$ cat config.mk
export PLATFORM = sky130hd
export DESIGN_NAME = conv_loop_sequencer_flat
export DESIGN_NICKNAME = d
export VERILOG_FILES = /design/src/rtl/conv_loop_sequencer_if.sv /design/src/rtl/conv_loop_sequencer.sv /design/src/flat_wrapper.sv
export SDC_FILE = /design/constraint.sdc
export NUM_CORES = 1
export LEC_CHECK = 0
export ABC_AREA = 1
export CAP_MARGIN = 15
export CORE_MARGIN = 5
export CORE_UTILIZATION = 50
export DETAILED_ROUTE_END_ITERATION = 12
export PLACE_DENSITY = 0.68
export SLEW_MARGIN = 0
export SYNTH_ARGS = -nofsm -noshare
export SYNTH_HDL_FRONTEND = slang
export SYNTH_SLANG_ARGS = --single-unit
$ cat constraint.sdc
create_clock -name clk -period 8.38 [get_ports clk]
set_input_delay 2.095 -clock clk [delete_from_list [all_inputs] [get_ports clk]]
set_output_delay 2.095 -clock clk [all_outputs]
set_load 0.01 [all_outputs]
$ cat src/rtl/conv_loop_sequencer_if.sv
// Handshake and address bus between the convolution loop sequencer and the MAC datapath.
// The sequencer side uses the master modport; datapath, memories and benches use slave.
interface conv_loop_sequencer_if #(
  parameter int unsigned ADDR_WIDTH = 16
);
  logic                  start;
  logic                  busy;
  logic                  done;
  logic                  rd_valid;
  logic [ADDR_WIDTH-1:0] in_addr;
  logic                  pad_zero;
  logic [ADDR_WIDTH-1:0] wt_addr;
  logic [ADDR_WIDTH-1:0] bias_idx;
  logic                  mac_first;
  logic                  mac_last;
  logic                  wr_valid;
  logic                  wr_ready;
  logic [ADDR_WIDTH-1:0] out_addr;

  modport master (
    input  start, wr_ready,
    output busy, done, rd_valid, in_addr, pad_zero, wt_addr, bias_idx,
           mac_first, mac_last, wr_valid, out_addr
  );

  modport slave (
    output start, wr_ready,
    input  busy, done, rd_valid, in_addr, pad_zero, wt_addr, bias_idx,
           mac_first, mac_last, wr_valid, out_addr
  );
endinterface

$ cat src/rtl/conv_loop_sequencer.sv
// Walks out_ch > out_h > out_w > in_ch > k_h > k_w, issuing one MAC tap per cycle and one
// output write per pixel. All outputs are registered from the next-state counters.
module conv_loop_sequencer #(
  parameter int unsigned OUT_CHANNELS = 4,
  parameter int unsigned IN_CHANNELS  = 3,
  parameter int unsigned IN_HEIGHT    = 8,
  parameter int unsigned IN_WIDTH     = 8,
  parameter int unsigned KERNEL_SIZE  = 3,
  parameter int unsigned STRIDE       = 1,
  parameter int unsigned PADDING      = 1,
  parameter int unsigned MAC_LAT      = 2,
  parameter int unsigned ADDR_WIDTH   = 16
) (
  input logic                   clk,
  input logic                   rst_n,
  conv_loop_sequencer_if.master bus
);

  localparam int unsigned AW    = ADDR_WIDTH;
  localparam int unsigned OUT_H = (IN_HEIGHT + 2 * PADDING - KERNEL_SIZE) / STRIDE + 1;
  localparam int unsigned OUT_W = (IN_WIDTH + 2 * PADDING - KERNEL_SIZE) / STRIDE + 1;

  typedef logic [AW-1:0]        cnt_t;
  typedef logic signed [AW:0]   scnt_t;

  localparam cnt_t OcMax   = cnt_t'(OUT_CHANNELS - 1);
  localparam cnt_t OhMax   = cnt_t'(OUT_H - 1);
  localparam cnt_t OwMax   = cnt_t'(OUT_W - 1);
  localparam cnt_t IcMax   = cnt_t'(IN_CHANNELS - 1);
  localparam cnt_t KMax    = cnt_t'(KERNEL_SIZE - 1);
  localparam cnt_t WaitMax = cnt_t'((MAC_LAT == 0) ? 0 : MAC_LAT - 1);
  localparam cnt_t One     = cnt_t'(1);
  localparam cnt_t Zero    = cnt_t'(0);
  localparam cnt_t InH     = cnt_t'(IN_HEIGHT);
  localparam cnt_t InW     = cnt_t'(IN_WIDTH);
  localparam cnt_t InC     = cnt_t'(IN_CHANNELS);
  localparam cnt_t Ksz     = cnt_t'(KERNEL_SIZE);
  localparam cnt_t OutH    = cnt_t'(OUT_H);
  localparam cnt_t OutW    = cnt_t'(OUT_W);
  localparam scnt_t StrideS = scnt_t'(STRIDE);
  localparam scnt_t PadS    = scnt_t'(PADDING);
  localparam scnt_t InHS    = scnt_t'(IN_HEIGHT);
  localparam scnt_t InWS    = scnt_t'(IN_WIDTH);

  typedef enum logic [2:0] {StIdle, StRun, StWait, StWrite, StDone} state_e;

  state_e state_q, state_d;
  cnt_t   oc_q, oh_q, ow_q, ic_q, kh_q, kw_q, wait_q;
  cnt_t   oc_d, oh_d, ow_d, ic_d, kh_d, kw_d, wait_d;

  logic busy_q, done_q, rd_valid_q, pad_zero_q, mac_first_q, mac_last_q, wr_valid_q;
  logic busy_d, done_d, rd_valid_d, pad_zero_d, mac_first_d, mac_last_d, wr_valid_d;
  cnt_t in_addr_q, wt_addr_q, bias_idx_q, out_addr_q;
  cnt_t in_addr_d, wt_addr_d, bias_idx_d, out_addr_d;

  logic  tap_last, pix_last, pad;
  scnt_t ih, iw;

  assign tap_last = (ic_q == IcMax) && (kh_q == KMax) && (kw_q == KMax);
  assign pix_last = (oc_q == OcMax) && (oh_q == OhMax) && (ow_q == OwMax);

  always_comb begin
    state_d = state_q;
    oc_d    = oc_q;
    oh_d    = oh_q;
    ow_d    = ow_q;
    ic_d    = ic_q;
    kh_d    = kh_q;
    kw_d    = kw_q;
    wait_d  = wait_q;
    case (state_q)
      StIdle: begin
        if (bus.start) begin
          state_d = StRun;
          oc_d = Zero; oh_d = Zero; ow_d = Zero;
          ic_d = Zero; kh_d = Zero; kw_d = Zero;
          wait_d = Zero;
        end
      end
      StRun: begin
        if (tap_last) begin
          ic_d    = Zero;
          kh_d    = Zero;
          kw_d    = Zero;
          wait_d  = Zero;
          state_d = (MAC_LAT > 0) ? StWait : StWrite;
        end else if (kw_q == KMax) begin
          kw_d = Zero;
          if (kh_q == KMax) begin
            kh_d = Zero;
            ic_d = ic_q + One;
          end else begin
            kh_d = kh_q + One;
          end
        end else begin
          kw_d = kw_q + One;
        end
      end
      StWait: begin
        if (wait_q == WaitMax) state_d = StWrite;
        else                   wait_d  = wait_q + One;
      end
      StWrite: begin
        if (bus.wr_ready) begin
          if (pix_last) begin
            state_d = StDone;
            oc_d = Zero; oh_d = Zero; ow_d = Zero;
          end else begin
            state_d = StRun;
            if (ow_q == OwMax) begin
              ow_d = Zero;
              if (oh_q == OhMax) begin
                oh_d = Zero;
                oc_d = oc_q + One;
              end else begin
                oh_d = oh_q + One;
              end
            end else begin
              ow_d = ow_q + One;
            end
          end
        end
      end
      StDone:  state_d = StIdle;
      default: state_d = StIdle;
    endcase
  end

  // Outputs are derived from next-state values so the registered copies line up with the
  // state they describe.
  always_comb begin
    ih  = $signed({1'b0, oh_d}) * StrideS + $signed({1'b0, kh_d}) - PadS;
    iw  = $signed({1'b0, ow_d}) * StrideS + $signed({1'b0, kw_d}) - PadS;
    pad = ih[AW] | iw[AW] | (ih >= InHS) | (iw >= InWS);

    rd_valid_d  = (state_d == StRun);
    wr_valid_d  = (state_d == StWrite);
    done_d      = (state_d == StDone);
    busy_d      = (state_d == StRun) || (state_d == StWait) || (state_d == StWrite);
    pad_zero_d  = rd_valid_d & pad;
    mac_first_d = rd_valid_d && (ic_d == Zero) && (kh_d == Zero) && (kw_d == Zero);
    mac_last_d  = rd_valid_d && (ic_d == IcMax) && (kh_d == KMax) && (kw_d == KMax);

    in_addr_d   = Zero;
    wt_addr_d   = Zero;
    out_addr_d  = Zero;
    bias_idx_d  = Zero;
    if (rd_valid_d) begin
      if (!pad) in_addr_d = (ic_d * InH + ih[AW-1:0]) * InW + iw[AW-1:0];
      wt_addr_d = ((oc_d * InC + ic_d) * Ksz + kh_d) * Ksz + kw_d;
    end
    if (wr_valid_d) out_addr_d = (oc_d * OutH + oh_d) * OutW + ow_d;
    if (busy_d)     bias_idx_d = oc_d;
  end

  always_ff @(posedge clk or negedge rst_n) begin
    if (!rst_n) begin
      state_q     <= StIdle;
      oc_q        <= Zero;
      oh_q        <= Zero;
      ow_q        <= Zero;
      ic_q        <= Zero;
      kh_q        <= Zero;
      kw_q        <= Zero;
      wait_q      <= Zero;
      busy_q      <= 1'b0;
      done_q      <= 1'b0;
      rd_valid_q  <= 1'b0;
      pad_zero_q  <= 1'b0;
      mac_first_q <= 1'b0;
      mac_last_q  <= 1'b0;
      wr_valid_q  <= 1'b0;
      in_addr_q   <= Zero;
      wt_addr_q   <= Zero;
      bias_idx_q  <= Zero;
      out_addr_q  <= Zero;
    end else begin
      state_q     <= state_d;
      oc_q        <= oc_d;
      oh_q        <= oh_d;
      ow_q        <= ow_d;
      ic_q        <= ic_d;
      kh_q        <= kh_d;
      kw_q        <= kw_d;
      wait_q      <= wait_d;
      busy_q      <= busy_d;
      done_q      <= done_d;
      rd_valid_q  <= rd_valid_d;
      pad_zero_q  <= pad_zero_d;
      mac_first_q <= mac_first_d;
      mac_last_q  <= mac_last_d;
      wr_valid_q  <= wr_valid_d;
      in_addr_q   <= in_addr_d;
      wt_addr_q   <= wt_addr_d;
      bias_idx_q  <= bias_idx_d;
      out_addr_q  <= out_addr_d;
    end
  end

  assign bus.busy      = busy_q;
  assign bus.done      = done_q;
  assign bus.rd_valid  = rd_valid_q;
  assign bus.pad_zero  = pad_zero_q;
  assign bus.mac_first = mac_first_q;
  assign bus.mac_last  = mac_last_q;
  assign bus.wr_valid  = wr_valid_q;
  assign bus.in_addr   = in_addr_q;
  assign bus.wt_addr   = wt_addr_q;
  assign bus.bias_idx  = bias_idx_q;
  assign bus.out_addr  = out_addr_q;

endmodule

$ cat src/flat_wrapper.sv
// flat-port wrapper written by rule: the top's interface ports become plain ports
module conv_loop_sequencer_flat 
#(
  parameter int unsigned OUT_CHANNELS = 4,
  parameter int unsigned IN_CHANNELS  = 3,
  parameter int unsigned IN_HEIGHT    = 8,
  parameter int unsigned IN_WIDTH     = 8,
  parameter int unsigned KERNEL_SIZE  = 3,
  parameter int unsigned STRIDE       = 1,
  parameter int unsigned PADDING      = 1,
  parameter int unsigned MAC_LAT      = 2,
  parameter int unsigned ADDR_WIDTH   = 16
)
  (clk, rst_n, bus_start, bus_wr_ready, bus_busy, bus_done, bus_rd_valid, bus_in_addr, bus_pad_zero, bus_wt_addr, bus_bias_idx, bus_mac_first, bus_mac_last, bus_wr_valid, bus_out_addr);
  conv_loop_sequencer_if #(.ADDR_WIDTH(ADDR_WIDTH)) bus_i ();
  input logic clk;
  input logic rst_n;
  input wire logic [$bits(bus_i.start)-1:0] bus_start;
  input wire logic [$bits(bus_i.wr_ready)-1:0] bus_wr_ready;
  output wire logic [$bits(bus_i.busy)-1:0] bus_busy;
  output wire logic [$bits(bus_i.done)-1:0] bus_done;
  output wire logic [$bits(bus_i.rd_valid)-1:0] bus_rd_valid;
  output wire logic [$bits(bus_i.in_addr)-1:0] bus_in_addr;
  output wire logic [$bits(bus_i.pad_zero)-1:0] bus_pad_zero;
  output wire logic [$bits(bus_i.wt_addr)-1:0] bus_wt_addr;
  output wire logic [$bits(bus_i.bias_idx)-1:0] bus_bias_idx;
  output wire logic [$bits(bus_i.mac_first)-1:0] bus_mac_first;
  output wire logic [$bits(bus_i.mac_last)-1:0] bus_mac_last;
  output wire logic [$bits(bus_i.wr_valid)-1:0] bus_wr_valid;
  output wire logic [$bits(bus_i.out_addr)-1:0] bus_out_addr;
  assign bus_i.start = bus_start;
  assign bus_i.wr_ready = bus_wr_ready;
  assign bus_busy = bus_i.busy;
  assign bus_done = bus_i.done;
  assign bus_rd_valid = bus_i.rd_valid;
  assign bus_in_addr = bus_i.in_addr;
  assign bus_pad_zero = bus_i.pad_zero;
  assign bus_wt_addr = bus_i.wt_addr;
  assign bus_bias_idx = bus_i.bias_idx;
  assign bus_mac_first = bus_i.mac_first;
  assign bus_mac_last = bus_i.mac_last;
  assign bus_wr_valid = bus_i.wr_valid;
  assign bus_out_addr = bus_i.out_addr;
  conv_loop_sequencer #(.OUT_CHANNELS(OUT_CHANNELS), .IN_CHANNELS(IN_CHANNELS), .IN_HEIGHT(IN_HEIGHT), .IN_WIDTH(IN_WIDTH), .KERNEL_SIZE(KERNEL_SIZE), .STRIDE(STRIDE), .PADDING(PADDING), .MAC_LAT(MAC_LAT), .ADDR_WIDTH(ADDR_WIDTH)) u_core (.clk(clk), .rst_n(rst_n), .bus(bus_i));
endmodule
==> results.cfg, run 1 <==
[routing]
drt_drc_violations_left = 0
drtIter0Drc = 1259
drt_pass1_iterations = 6
wl_final_mm = 51.7
detail-route-antenna-nets = 0
detailroute.via_count = 16700
drt-vias-per-instance = 5.31
drt-wirelength-per-cell_um = 16.4

[worst_setup_path]
path_class = primary input to flip-flop
r2r-start = u_core.kh_q[0]
crit_arrival_ns = 8.44
worstPathRequired_ns = 8.78
startpoint_type = primary input
rr_endpoint = u_core.bus.wt_addr[15]
worst-r2r-setup-slack_ns = 0.88
critical_path.endpoint_type = flip-flop
path_common_cell = sky130_fd_sc_hd__buf_4
critical_path.max_stage_delay_ns = 0.50
timing.reg2reg.worst_path_depth = 43
timing.critical_path.slowest_stage_cell = sky130_fd_sc_hd__fa_1
path_max_fanout = 6

[flow_run]
drv.max_cap_violation_count = 0

[hold_path]
timing.hold.worst.start = u_core.wait_q[15]
hold_path_class = flip-flop to flip-flop
worst_hold_path.num_cells = 1
holdPathEnd = u_core.wait_q[15]

[placement]
finalWeightedCongestion = 0.953
pre_cts_ws_ns = -0.810
portBuffers = 74
place_hpwl_mm = 42.1

[logic_synthesis]
yosys_reg_bits = 186
ys_async_sr_fraction_pct = 100
postSynthAreaPerCell_um2 = 7.20
synth.cell_area_um2 = 17200
synth_compound_gate_area_share_pct = 13.4
synth_seq_area_share_pct = 27.1
synth_enable_flop_cells = 0
yosysTopAreaCellShare_pct = 27.1
post_synth_fa_ha_maj_area_fraction_pct = 16.8
synth-xor-area-share_pct = 5.41
synth_top_cell_by_area = sky130_fd_sc_hd__dfrtp_1
yosys_warnings = 0
synth_top_family_by_area = simple AND/OR/NAND/NOR gates
postSynth.topFlopCell = sky130_fd_sc_hd__dfrtp_1
synth.net_count = 2595
synthSimpleGateAreaFrac_pct = 25.7
yosys-mux-area-fraction_pct = 0
postSynthCellCount = 2383
ys_types = 62
netlist_top_cells_area = sky130_fd_sc_hd__dfrtp_1 27%, sky130_fd_sc_hd__ha_1 12%, sky130_fd_sc_hd__inv_1 10%

[clock_tree]
max-clock-path-buffers = 2
path_clk_slew_ns = 0.08
cts.hold.buffers_added = 0
htreeDepth = 4
cts_tree = done
cts_buffers = 17
clock_tree.root_cell = sky130_fd_sc_hd__clkbuf_16
cts.sinks = 186
insertion_delay_ns = 0.47

[floorplan]
fp.dieArea_um2 = 38100
core_area_um2 = 33700
total_number_of_placement_rows = 67
die_width_um = 195
die-height_um = 195
starting_density_of_the_core_pct = 50.9
boundaryPins = 75

[sta]
setup_violations = 0
fin_ws_ns = 0.346
max_slew_violations = 0
worst_pin_slew_ns = 1.02
final_period_minus_worst_setup_slack_ns = 8.03
finalClockSkew_ns = 0.0170
period_share_pct = 95.9
max_clock_freq_ghz = 0.124
timing.final.hold_violations = 0
relative_slew_margins_pct = 31.7

[grt]
antenna_found_initial = 1
grt_max_degree = 78
grt-busiest-layer = met2
global_route.overflow_total = 0
grt_util_all_layers_pct = 26.8
gr-usage-met3_pct = 5.00
grt_pass1_wl_mm = 82.4
grt_util_met2_pct = 42.0
number_of_global_route_vias_before_repair = 15900
global_route.usage.met1_pct = 37.4

[layout]
num-nets-final = 2894
drive_gt1_share_pct = 15.8
layout.cells.most_common_list = 461 x sky130_fd_sc_hd__inv_1, 401 x sky130_fd_sc_hd__nand2_1, 224 x sky130_fd_sc_hd__buf_4
layout_commonest_cell = sky130_fd_sc_hd__inv_1
area_growth_pct = 22.4

[status]
status = finished, final reports clean
==> cells in the mapped netlist, types with 6 or more instances <==
cell and n:
sky130_fd_sc_hd__o21bai_1 20, sky130_fd_sc_hd__inv_1 466, sky130_fd_sc_hd__o21ai_0 143, sky130_fd_sc_hd__xor2_1 78, sky130_fd_sc_hd__a21o_1 11, sky130_fd_sc_hd__inv_2 26
sky130_fd_sc_hd__nand3_2 6, sky130_fd_sc_hd__o211ai_1 19, sky130_fd_sc_hd__nor3_1 46, sky130_fd_sc_hd__dfrtp_1 186, sky130_fd_sc_hd__nor2_4 6, sky130_fd_sc_hd__nand2_1 408
sky130_fd_sc_hd__buf_2 8, sky130_fd_sc_hd__nand2_2 21, sky130_fd_sc_hd__nand3_1 158, sky130_fd_sc_hd__ha_1 170, sky130_fd_sc_hd__nor4_1 18, sky130_fd_sc_hd__o22ai_1 6
sky130_fd_sc_hd__nand4_1 43, sky130_fd_sc_hd__nand2_4 7, sky130_fd_sc_hd__nor2_2 19, sky130_fd_sc_hd__a21oi_1 152, sky130_fd_sc_hd__fa_1 38, sky130_fd_sc_hd__o21ai_1 12
sky130_fd_sc_hd__a31oi_1 8, sky130_fd_sc_hd__xnor2_1 28, sky130_fd_sc_hd__nor2_1 209
==> worst max-delay path, delay by kind of cell <==
| kind | cells | cell delay (ns) |
|---|---|---|
| buf+inv | 11 | 1.22 |
| fa+ha+maj | 6 | 2.24 |
| simple gates | 14 | 1.25 |
| compound gates | 7 | 0.97 |
| xor+xnor | 4 | 0.62 |
==> registers in the layout, indices dropped and copies added, names as in the netlist <==
signal	flops
u_core.bus.bias_idx	16
u_core.bus.in_addr	16
u_core.bus.out_addr	16
u_core.bus.wt_addr	16
u_core.ic_q	16
u_core.kh_q	16
u_core.kw_q	16
u_core.oc_q	16
u_core.oh_q	16
u_core.ow_q	16
u_core.wait_q	16
u_core.state_q	3
u_core.bus.busy	1
u_core.bus.done	1
u_core.bus.mac_first	1
u_core.bus.mac_last	1
u_core.bus.pad_zero	1
u_core.bus.rd_valid	1
u_core.bus.wr_valid	1
==> worst max path at each step <==
stage	from	to	slack [ns]	depth (start not counted)
after CTS	bus_start	u_core.bus.wt_addr[14]	0.003	44
after floorplan	bus_wr_ready	u_core.bus.wt_addr[15]	-0.09	46
final	bus_wr_ready	u_core.bus.wt_addr[15]	0.35	42
after global routing	bus_wr_ready	u_core.bus.wt_addr[15]	-0.04	46
after detailed placement	bus_wr_ready	u_core.bus.wt_addr[14]	-0.81	40
after global placement	bus_wr_ready	u_core.bus.wt_addr[15]	-0.68	44
==> metrics by stage <==
| step | setup TNS, ns | std cells | cell area [um2] | utilization (%) | hold slack (ns) |
|---|---|---|---|---|---|
| 2_1_floorplan | -0.0918 | 2383 | 17200 | - | 0.434 |
| 3_3_place_gp | -3.60 | 3106 | 20100 | 59.5 | 0.452 |
| 3_5_place_dp | -4.27 | 3106 | 20100 | 59.5 | 0.474 |
| 4_1_cts | 0 | 3138 | 20700 | 61.4 | 0.483 |
| 5_1_grt | -0.0530 | 3143 | 21000 | 62.3 | 0.493 |
| 6_report | 0 | 3144 | 21000 | 62.3 | 0.483 |
==> metal layers <==
| metal | up-vias | part of all wire [%] |
|---|---|---|
| li1 | 8321 | - |
| met1 | 7780 | 46 |
| met2 | 510 | 45 |
| met3 | 81 | 6.2 |
| met4 | 2 | 2.9 |
| met5 | - | 0.023 |
==> cells by family after synthesis <==
| kind of cell | after synthesis |
|---|---|
| compound gates | 404 |
| xor+xnor | 106 |
| buf+inv | 517 |
| flops | 186 |
| simple gates | 962 |
| fa+ha+maj | 208 |
==> final cells by class <==
class	instances	area (um2)
clock buffers	18	429
inverters	498	1870
diodes	1	2.50
multi-input cells	1680	10900
clock inverters	14	154
well taps	448	561
flip-flops and latches	186	4650
repair buffers	299	2440
fillers	3151	12700
==> repair_timing <==
item	4_1_cts	5_1_grt
resized for setup	11	58
setup buffers	0	5
endpoints found under the setup margin	4	8
pin swaps	4	32
Power of run 1 is left out: the tool's default activity adds up to more than one toggle a clock period on the data nets, which glitch-free logic cannot reach.
==> run 2: changes to the inputs <==
--- a/config.mk
+++ b/config.mk
@@ -6,11 +6,12 @@
 export NUM_CORES = 1
 export LEC_CHECK = 0
 export ABC_AREA = 1
-export CAP_MARGIN = 15
 export CORE_MARGIN = 5
 export CORE_UTILIZATION = 50
 export DETAILED_ROUTE_END_ITERATION = 12
+export GPL_ROUTABILITY_DRIVEN = 0
 export PLACE_DENSITY = 0.68
+export RECOVER_POWER = 100
 export SLEW_MARGIN = 0
 export SYNTH_ARGS = -nofsm -noshare
 export SYNTH_HDL_FRONTEND = slang
==> run 2 against run 1 <==
Net effect:
- the run now ends with capacitance limit, slew limit left
- maximum frequency down 1.2%
- worst hold slack worse by 0.017 ns
- worst setup slack worse by 0.098 ns
- register-to-register slack worse by 0.04 ns
- clock skew down 0.0053 ns
- final area about the same
- via count up 1.2%
- clock-buffer cell count unchanged
- sequential cell count unchanged
- sequential share of layout area about the same
- die area unchanged
- final cell count down 0.29%
- critical endpoint unchanged
- largest cell class unchanged
==> results.cfg, run 2 (synthesis gave the netlist of run 1 again) <==
[layout]
drive_gt1_share_pct = 15.8
layout_commonest_cell = sky130_fd_sc_hd__inv_1
layout.cells.most_common_list = 461 x sky130_fd_sc_hd__inv_1, 399 x sky130_fd_sc_hd__nand2_1, 214 x sky130_fd_sc_hd__buf_4
finalCoreUtilization_pct = 62.3
area_growth_pct = 22.3
filler_cell_count = 3041
final_instance_area_um2 = 21000
num_antenna_cells = 0
num-nets-final = 2886

[floorplan]
die_width_um = 195
total_number_of_placement_rows = 67
boundaryPins = 75
starting_density_of_the_core_pct = 50.9
die-height_um = 195
fp.dieArea_um2 = 38100
core_area_um2 = 33700

[grt]
grt_max_degree = 116
grt_pass1_wl_mm = 80.7
grt_util_all_layers_pct = 25.9
global_route.overflow_total = 0
number_of_global_route_vias_before_repair = 16100
antenna_found_initial = 0

[clock_tree]
cts.hold.buffers_added = 0
path_clk_slew_ns = 0.07
cts.sinks = 186
max-clock-path-buffers = 2
cts_tree = done
cts_buffers = 17
clock_tree.root_cell = sky130_fd_sc_hd__clkbuf_16
htreeDepth = 4
insertion_delay_ns = 0.46

[routing]
drt_pass1_iterations = 6
drt-vias-per-instance = 5.39
detailroute.via_count = 16900
drt-wirelength-per-cell_um = 16.1
detail-route-antenna-nets = 0
wl_final_mm = 50.5
drtIter0Drc = 1456
drt_drc_violations_left = 0

[placement]
place_hpwl_mm = 40.4
portBuffers = 74
placedInstanceArea_um2 = 20000

[sta]
unrepaired_setup_endpoints_after_global_routing = yes
final_period_minus_worst_setup_slack_ns = 8.13
finalClockSkew_ns = 0.0118
relative_slew_margins_pct = -255
timing.final.hold_violations = 0
max_clock_freq_ghz = 0.123
period_share_pct = 97.0
worst_pin_slew_ns = 5.33
max_slew_violations = 116
worst_hold_slack_ns = 0.466
setup_violations = 0

[hold_path]
worst_hold_path.num_cells = 1
hold_path_class = flip-flop to flip-flop
timing.hold.worst.start = u_core.wait_q[15]
holdPathEnd = u_core.wait_q[15]

[worst_setup_path]
critical_path.max_stage_delay_ns = 0.52
startpoint_type = primary input
worstPathRequired_ns = 8.74
timing.reg2reg.worst_path_depth = 48
worst-r2r-setup-slack_ns = 0.84
crit_arrival_ns = 8.49
path_max_fanout = 4
rr_endpoint = u_core.bus.wt_addr[15]
path_class = primary input to flip-flop
r2r-start = u_core.kh_q[0]
critical_path.endpoint_type = flip-flop
timing.critical_path.slowest_stage_cell = sky130_fd_sc_hd__fa_1

[status]
status = finished, violations left
failed_checks = capacitance limit, slew limit

[flow_run]
drv.max_cap_violation_count = 1
-- run 2: metal layers --
metal | global-route usage (%) | wire (um) | part of all wire [%]
met5 | 0 | 0 | 0
met4 | 11.2 | 2190 | 4.3
met3 | 4.53 | 3260 | 6.5
met2 | 40.5 | 22500 | 44
met1 | 35.6 | 22600 | 45
-- run 2: stage by stage --
stage | worst slack, ns | instances | TNS [ns]
finish | 0.248 | 3135 | 0
global route | -0.203 | 3135 | -0.391
CTS | 0.0136 | 3128 | 0
detailed placement | -0.916 | 3095 | -4.91
global placement | -0.709 | 3095 | -3.70
floorplan | -0.0918 | 2383 | -0.0918
-- run 2: what timing repair did --
action	in CTS	in global routing
pin swaps	9	35
buffers inserted	1	7
gates resized for setup	20	62
endpoints found under the setup margin	6	7
-- run 2: worst max-delay path by stage --
| stage | start | end | cells past startpoint |
|---|---|---|---|
| after CTS | bus_start | u_core.bus.wt_addr[15] | 46 |
| after floorplan | bus_wr_ready | u_core.bus.wt_addr[15] | 46 |
| after detailed placement | bus_wr_ready | u_core.bus.wt_addr[15] | 45 |
| after global routing | bus_wr_ready | u_core.bus.wt_addr[15] | 46 |
| final | bus_wr_ready | u_core.bus.wt_addr[15] | 46 |
| after global placement | bus_wr_ready | u_core.bus.wt_addr[15] | 46 |
-- run 2: final cells by class --
cell class | count | area, um2 | share of cell area, %
Sequential cell | 186 | 4650 | 22.2
Clock buffer | 18 | 439 | 2.09
Multi-Input combinational cell | 1680 | 11000 | 52.2
Clock inverter | 14 | 129 | 0.614
Timing Repair Buffer | 291 | 2380 | 11.3
Inverter | 498 | 1870 | 8.92
Tap cell | 448 | 561 | 2.67
-- run 2: worst max-delay path, delay by kind of cell --
| family | cells | cell delay (ns) |
|---|---|---|
| fa+ha+maj | 6 | 1.98 |
| compound gates | 12 | 1.86 |
| xor+xnor | 4 | 0.68 |
| simple gates | 15 | 1.19 |
| buf+inv | 9 | 0.67 |
Power of run 2 is left out for the same reason.
